File: config.mk
export PLATFORM = sky130hd
export DESIGN_NAME = imm_gen_pipe
export DESIGN_NICKNAME = d
export VERILOG_FILES = /design/src/rtl/imm_gen_pipe.sv
export SDC_FILE = /design/constraint.sdc
export NUM_CORES = 1
export LEC_CHECK = 0
export ABC_CLOCK_PERIOD_IN_PS = 2800
export CAP_MARGIN = 30
export CORE_MARGIN = 2
export CORE_UTILIZATION = 52
export CTS_CLUSTER_DIAMETER = 50
export DETAILED_ROUTE_END_ITERATION = 7
export MAX_ROUTING_LAYER = met4
export PLACE_DENSITY_LB_ADDON = 0.3
export SYNTH_ARGS = -nofsm -noshare
export SYNTH_HDL_FRONTEND = slang
export SYNTH_SLANG_ARGS = --single-unit
File: constraint.sdc
create_clock -name clk -period 2.8 [get_ports clk]
set_input_delay 0.42 -clock clk [delete_from_list [all_inputs] [get_ports clk]]
set_output_delay 0.42 -clock clk [all_outputs]
set_load 0.01 [all_outputs]
File: src/rtl/imm_gen_pipe.sv
// Pipelined RISC-V immediate generator: decodes I/S/B/U/J immediates at push time and
// delivers them in order through a 2-entry valid/ready output buffer.
module imm_gen_pipe #(
    parameter int unsigned XLEN  = 64,
    parameter int unsigned DEPTH = 2
) (
    input  logic            clk,
    input  logic            reset,
    input  logic            in_valid,
    output logic            in_ready,
    input  logic [31:0]     Instruction,
    output logic            out_valid,
    input  logic            out_ready,
    output logic [XLEN-1:0] imm_data,
    output logic [2:0]      imm_fmt,
    output logic [31:0]     out_instr,
    output logic            illegal
);

    if (XLEN != 32 && XLEN != 64) begin : g_bad_xlen
        $error("imm_gen_pipe: XLEN must be 32 or 64");
    end

    localparam logic [1:0] Full = DEPTH[1:0];

    localparam logic [2:0] FmtNone = 3'd0;
    localparam logic [2:0] FmtI    = 3'd1;
    localparam logic [2:0] FmtS    = 3'd2;
    localparam logic [2:0] FmtB    = 3'd3;
    localparam logic [2:0] FmtU    = 3'd4;
    localparam logic [2:0] FmtJ    = 3'd5;

    logic [1:0]      count_q, count_d;
    logic            rd_ptr_q, rd_ptr_d;
    logic            wr_ptr_q, wr_ptr_d;
    logic            in_ready_q, in_ready_d;

    logic [XLEN-1:0] imm_q   [2];
    logic [2:0]      fmt_q   [2];
    logic [31:0]     instr_q [2];
    logic            ill_q   [2];

    logic            push, pop;
    logic            s;
    logic [63:0]     imm64;
    logic [2:0]      fmt_new;
    logic            ill_new;

    // Decode full 64-bit sign extension, then truncate to XLEN
    always_comb begin
        s       = Instruction[31];
        imm64   = '0;
        fmt_new = FmtNone;
        ill_new = 1'b0;
        unique case (Instruction[6:0])
            7'b0000011, 7'b0010011, 7'b0011011, 7'b1100111, 7'b1110011: begin
                imm64   = {{52{s}}, Instruction[31:20]};
                fmt_new = FmtI;
            end
            7'b0100011: begin
                imm64   = {{52{s}}, Instruction[31:25], Instruction[11:7]};
                fmt_new = FmtS;
            end
            7'b1100011: begin
                imm64   = {{51{s}}, Instruction[31], Instruction[7], Instruction[30:25],
                           Instruction[11:8], 1'b0};
                fmt_new = FmtB;
            end
            7'b0110111, 7'b0010111: begin
                imm64   = {{32{s}}, Instruction[31:12], 12'b0};
                fmt_new = FmtU;
            end
            7'b1101111: begin
                imm64   = {{43{s}}, Instruction[31], Instruction[19:12], Instruction[20],
                           Instruction[30:21], 1'b0};
                fmt_new = FmtJ;
            end
            default: begin
                ill_new = 1'b1;
            end
        endcase
    end

    assign in_ready  = in_ready_q & ~reset;
    assign out_valid = (count_q != 2'd0);
    assign push      = in_valid & in_ready;
    assign pop       = out_valid & out_ready;

    always_comb begin
        count_d  = count_q;
        rd_ptr_d = rd_ptr_q;
        wr_ptr_d = wr_ptr_q;
        if (push) begin
            wr_ptr_d = ~wr_ptr_q;
        end
        if (pop) begin
            rd_ptr_d = ~rd_ptr_q;
        end
        if (push && !pop) begin
            count_d = count_q + 2'd1;
        end else if (pop && !push) begin
            count_d = count_q - 2'd1;
        end
        in_ready_d = (count_d < Full);
    end

    always_ff @(posedge clk) begin
        if (reset) begin
            count_q    <= '0;
            rd_ptr_q   <= 1'b0;
            wr_ptr_q   <= 1'b0;
            in_ready_q <= 1'b1;
            for (int i = 0; i < 2; i++) begin
                imm_q[i]   <= '0;
                fmt_q[i]   <= '0;
                instr_q[i] <= '0;
                ill_q[i]   <= 1'b0;
            end
        end else begin
            count_q    <= count_d;
            rd_ptr_q   <= rd_ptr_d;
            wr_ptr_q   <= wr_ptr_d;
            in_ready_q <= in_ready_d;
            if (push) begin
                imm_q[wr_ptr_q]   <= imm64[XLEN-1:0];
                fmt_q[wr_ptr_q]   <= fmt_new;
                instr_q[wr_ptr_q] <= Instruction;
                ill_q[wr_ptr_q]   <= ill_new;
            end
        end
    end

    // Idle outputs read as zero so an empty buffer never shows a stale entry
    assign imm_data  = out_valid ? imm_q[rd_ptr_q]   : '0;
    assign imm_fmt   = out_valid ? fmt_q[rd_ptr_q]   : '0;
    assign out_instr = out_valid ? instr_q[rd_ptr_q] : '0;
    assign illegal   = out_valid ? ill_q[rd_ptr_q]   : 1'b0;

endmodule

* After elaboration in Yosys (flattened, before gate mapping)
Memories as Yosys holds them, arrays and structs flattened. A register that Yosys moved wholly into a read port is not among the register bits. Cells that the tools add are included.
Word-level totals: output and inout port bits 102, word-level logic and storage cells 73, register bits 5, bits in writable memories 200, memories 4
Memory list:
- imm_q | depth 2, width 64, rd ports 1, clocked after Yosys merged registers in 1, wr ports 2, line 38 | logic [XLEN-1:0] imm_q [2];
- instr_q | depth 2, width 32, rd ports 1, clocked after Yosys merged registers in 1, wr ports 2, line 40 | logic [31:0] instr_q [2];
- fmt_q | depth 2, width 3, rd ports 1, clocked after Yosys merged registers in 1, wr ports 2, line 39 | logic [2:0] fmt_q [2];
- ill_q | depth 2, width 1, rd ports 1, clocked after Yosys merged registers in 1, wr ports 2, line 41 | logic ill_q [2];
Operators by class: add/sub/neg operators 2, equal/unequal tests 10, multiplexer cells 34, $lt $le $gt $ge 1, reduce and logical (&&, ||, !) cells 12, bitwise logic cells 6
Operators by type and width (number):
- 64-bit case mux with 5 select lines | 1
- 64-bit two-way mux | 2
- 32-bit two-way mux | 2
- 64-bit OR reduction | 1
- 32-bit OR reduction | 1
- 7-bit equality test, second input constant | 4
- 1-bit two-way mux | 24
- 7-bit by 5-bit equality test with 1-bit output, second input constant | 3
- 3-bit case mux with 5 select lines | 1
- 7-bit by 6-bit equality test with 1-bit output, second input constant | 2
- 10-bit OR reduction | 1
- 7-bit by 2-bit equality test with 1-bit output, second input constant | 1
- 3-bit two-way mux | 2
- 5-bit OR reduction | 1
- 2-bit two-way mux | 2
- 1-bit bitwise AND | 3
- 1-bit inverter | 3
- 3-bit OR reduction | 1
- 2-bit by 1-bit adder with 2-bit output, second input constant | 1
- 1-bit logical AND | 2
- 1-bit logical NOT | 2
- 2-bit less-than comparator, second input constant | 1
- 2-bit nonzero test | 1
- 2-bit OR reduction | 1
- 2 further kinds | 2

* Depth between registers and ports, before layout
depth after elaboration 8, gate-level depth with buffers 11, depth with buffers taken out 10

* Worst setup path before layout
OpenSTA, ideal clock, no wires.
kind register -> output, start point register count_q[0], end point output imm_data[32], cell stages (with the launch flop) 7, data arrival time 2335 ps, setup slack 45 ps, data required time 2380 ps, cell sequence dfxtp_1 inv_1 ha_1 clkbuf_1 clkbuf_1 nor2_1 buf_4
On the way: cells in the longest elaborated chain, start to end 2
RTL lines:
- from (decl) | line 33 | logic [1:0] count_q, count_d;
- from (signal assigned) | line 120 | count_q <= count_d;
- 2-bit nonzero test | line 85 | assign out_valid = (count_q != 2'd0);
- 64-bit two-way mux | line 134 | assign imm_data = out_valid ? imm_q[rd_ptr_q] : '0;
- to (decl) | line 14 | output logic [XLEN-1:0] imm_data,
Every way passes these cells.

==> reports/qor.yml <==
worst_setup_path:
  worstSetupStartpointType: "register"
  r2r_cells: 9
  r2r_start: "count_q[0]"
  slowest_stage: "clkdlybuf4s50_1"
  rrSetupSlack_ps: 720
  path_cells: "buf_4 -> mux2i_1 -> nor2_1 -> clkdlybuf4s50_1"
  crit_type: "register to output port"
  arrival_ps: 2210
  r2r_end: "in_ready_q"
  critical_path.max_stage_delay_ps: 590
  worstSetupEndpointType: "output port"
  cp.required_ps: 2380
  endpoint: "imm_data[11]"
  crit_fanout: 15
finish:
  final_util_pct: 68.0
  final_nets: 729
  final_cells: 878
  antenna_cells: 0
  drive_gt1_share_pct: 10.3
  layout_commonest_cell: "clkdlybuf4s50_1"
  nFillCells: 912
  area_growth_pct: 27.8
  layout_common_cells: "137 x clkdlybuf4s50_1, 136 x edfxtp_1, 99 x nor2_1, 81 x and2_1, 70 x mux2i_1"
synth:
  syn_avg_cell_area_um2: 11.9
  synth_warnings: 0
  synth_cell_type_count: 41
  synth_top_cell_area_share_pct: 58.2
  ys.flop_type: "edfxtp_1"
  synthesis.nets: 627
  synth.yosys.seq_area_share_pct: 59.9
  syn-cell-area_um2: 7020
  yosys.area.top_type: "edfxtp_1"
  synth_edf_count: 136
  synth_area_leaders: "edfxtp_1 58%, mux2i_1 10%, and2_1 7.2%"
  synthArstFlopShare_pct: 0
  synth_seq_cells: 142
  synthCells: 588
hold_path:
  hp-class: "register to register"
  whs_path_depth: 2
sta:
  fin_setup_tns_ps: 0
  setup_viol: 0
  period_share_pct: 93.8
  slew_violations: 0
  worst_pin_slew_ps: 1040
  fmax_ghz: 0.381
  rsz0062_at_grt: "no"
  hold_violations: 0
  final.setup_skew_ps: 3.65
  post-route-min-period_ps: 2630
  relSlewSlack_pct: 30.4
route:
  drt-vias-per-instance: 5.36
  drc: 0
  num_vias: 4708
  drt-pass1-iter-count: 5
  wl_per_cell_um: 17.8
  ant_nets: 0
  drt_wl_total_mm: 15.6
  drt_iter0_drc: 345
pwr:
  ir_drop_mv: 0.373
  power.leakage_nw: 3.08
  pwr-share-clk_pct: 41.0
  seqPwrFrac_pct: 46.9
  p_int_w: 0.00415
  p_sw_w: 0.00123
  powerDensity_nw_per_um2: 599
  combinationalPowerShare_pct: 12.1
  switching_share_pct: 22.9
place:
  dp.cells: 847
  place.gp.congestion: 0.823
  io_buffers: 137
  place_hpwl_mm: 10.0
global_route:
  grt_pass1_wl_mm: 23.7
  grt_usage_pct: 22.6
  antenna_found_initial: 0
  grt_max_degree: 58
  grt_overflow_total: 0
  grt_pass1_vias: 4582
floorplanning:
  top_level_ports: 138
  core_um2: 13200
  dieArea_um2: 14400
  start_util_pct: 53.2
  die_w_um: 120
  num_rows: 42
  die_h_um: 120
clock_network:
  cts.sinks: 142
  clk_latency_ps: 420
  cts_buffers: 17
  cts_tree: "done"
  post-cts-setup-buffer-count: 0
  cts.path.max_buffers: 2
  cts-htree-levels: 4
  clockRootBuffer: "clkbuf_16"
  clk_pin_slew_worst_paths_ps: 60
status:
  status: "complete, no violations"
flow_run:
  drv_cap: 0
==> how the worst min path moves through the flow <==
stage	from	to	slack, ps
5_1_grt	count_q[0]	count_q[0]	520
3_3_place_gp	count_q[0]	count_q[0]	460
6_report	count_q[0]	count_q[0]	500
2_1_floorplan	count_q[0]	count_q[0]	450
4_1_cts	count_q[0]	count_q[0]	490
3_5_place_dp	count_q[0]	count_q[0]	480
==> logic make-up after synthesis <==
| family | share of synthesized area, % |
|---|---|
| xor gates and xnor gates | 0.250 |
| buffers and inverters | 6.60 |
| and+or+nand+nor | 17.0 |
| DFF | 59.9 |
| adders and majority gates | 0.535 |
| AOI/OAI and AO/OA | 5.76 |
| muxes | 9.99 |
==> stage by stage <==
step	instance area, µm²	hold slack, ps	worst slack [ps]	power (W)
finish	8970	504	173	0.00537
global route	8970	522	75.6	0.00555
CTS	8970	486	172	0.00540
detailed placement	8380	479	231	0.00321
global placement	8380	456	306	0.00319
floorplan	7020	450	44.9	0.00292
==> worst max-delay path: cells and delay by family, from the launching register on <==
family | cells | cell delay [ps]
AND/OR/NAND/NOR | 1 | 200
buffers and inverters | 2 | 920
flip-flops | 1 | 530
multiplexers | 1 | 140
==> power groups by stage <==
stage / combinational (W) / clock, W / sequential (W)
after floorplan: 0.000372 / 0 / 0.00255
after global placement: 0.000631 / 0 / 0.00256
after detailed placement: 0.000646 / 0 / 0.00257
after CTS: 0.000653 / 0.00223 / 0.00252
after global routing: 0.000700 / 0.00232 / 0.00253
final: 0.000650 / 0.00220 / 0.00252
==> cells in the mapped netlist, drive strengths merged (2+ instances only) <==
cell type  instances
ha                 3
nor4               3
nor2b              4
and4b              3
and3               4
o21ai              3
nor2             100
or2                4
nor3               2
clkbuf            26
mux2i             70
o311ai             5
inv                6
edfxtp           136
and2              81
nor4b              2
dfxtp              6
nand2             19
a21oi             46
buf               48
a211oi             3
==> metal layers <==
| layer | track usage (%) | up-vias | part of all wire [%] |
|---|---|---|---|
| li1 | - | 2236 | - |
| met1 | 27.6 | 2292 | 42 |
| met2 | 37.7 | 164 | 52 |
| met3 | 4.13 | 16 | 5.1 |
| met4 | 7.94 | 0 | 1.2 |
| met5 | - | - | 0 |
==> flip-flops by register name, indices dropped and copies added, names as in the netlist, named ones only <==
name        flops
in_ready_q      1
wr_ptr_q        1
rd_ptr_q        1
instr_q        64
ill_q           2
imm_q          64
count_q         2
fmt_q           6
==> final cells by class <==
class	instances	area, µm²	share of cell area, %
Inverter	6	22.5	0.251
Clock inverter	14	151	1.69
Sequential cell	142	4210	46.9
Tap cell	176	220	2.46
Multi-Input combinational cell	366	2380	26.5
Clock buffer	17	425	4.74
Timing Repair Buffer	157	1560	17.4
==> what timing repair did <==
item,4_1_cts,5_1_grt
hold buffers,0,0
setup endpoints to repair,16,0
resized for setup,1,0
No activity file was read; power rests on OpenSTA's default activity.
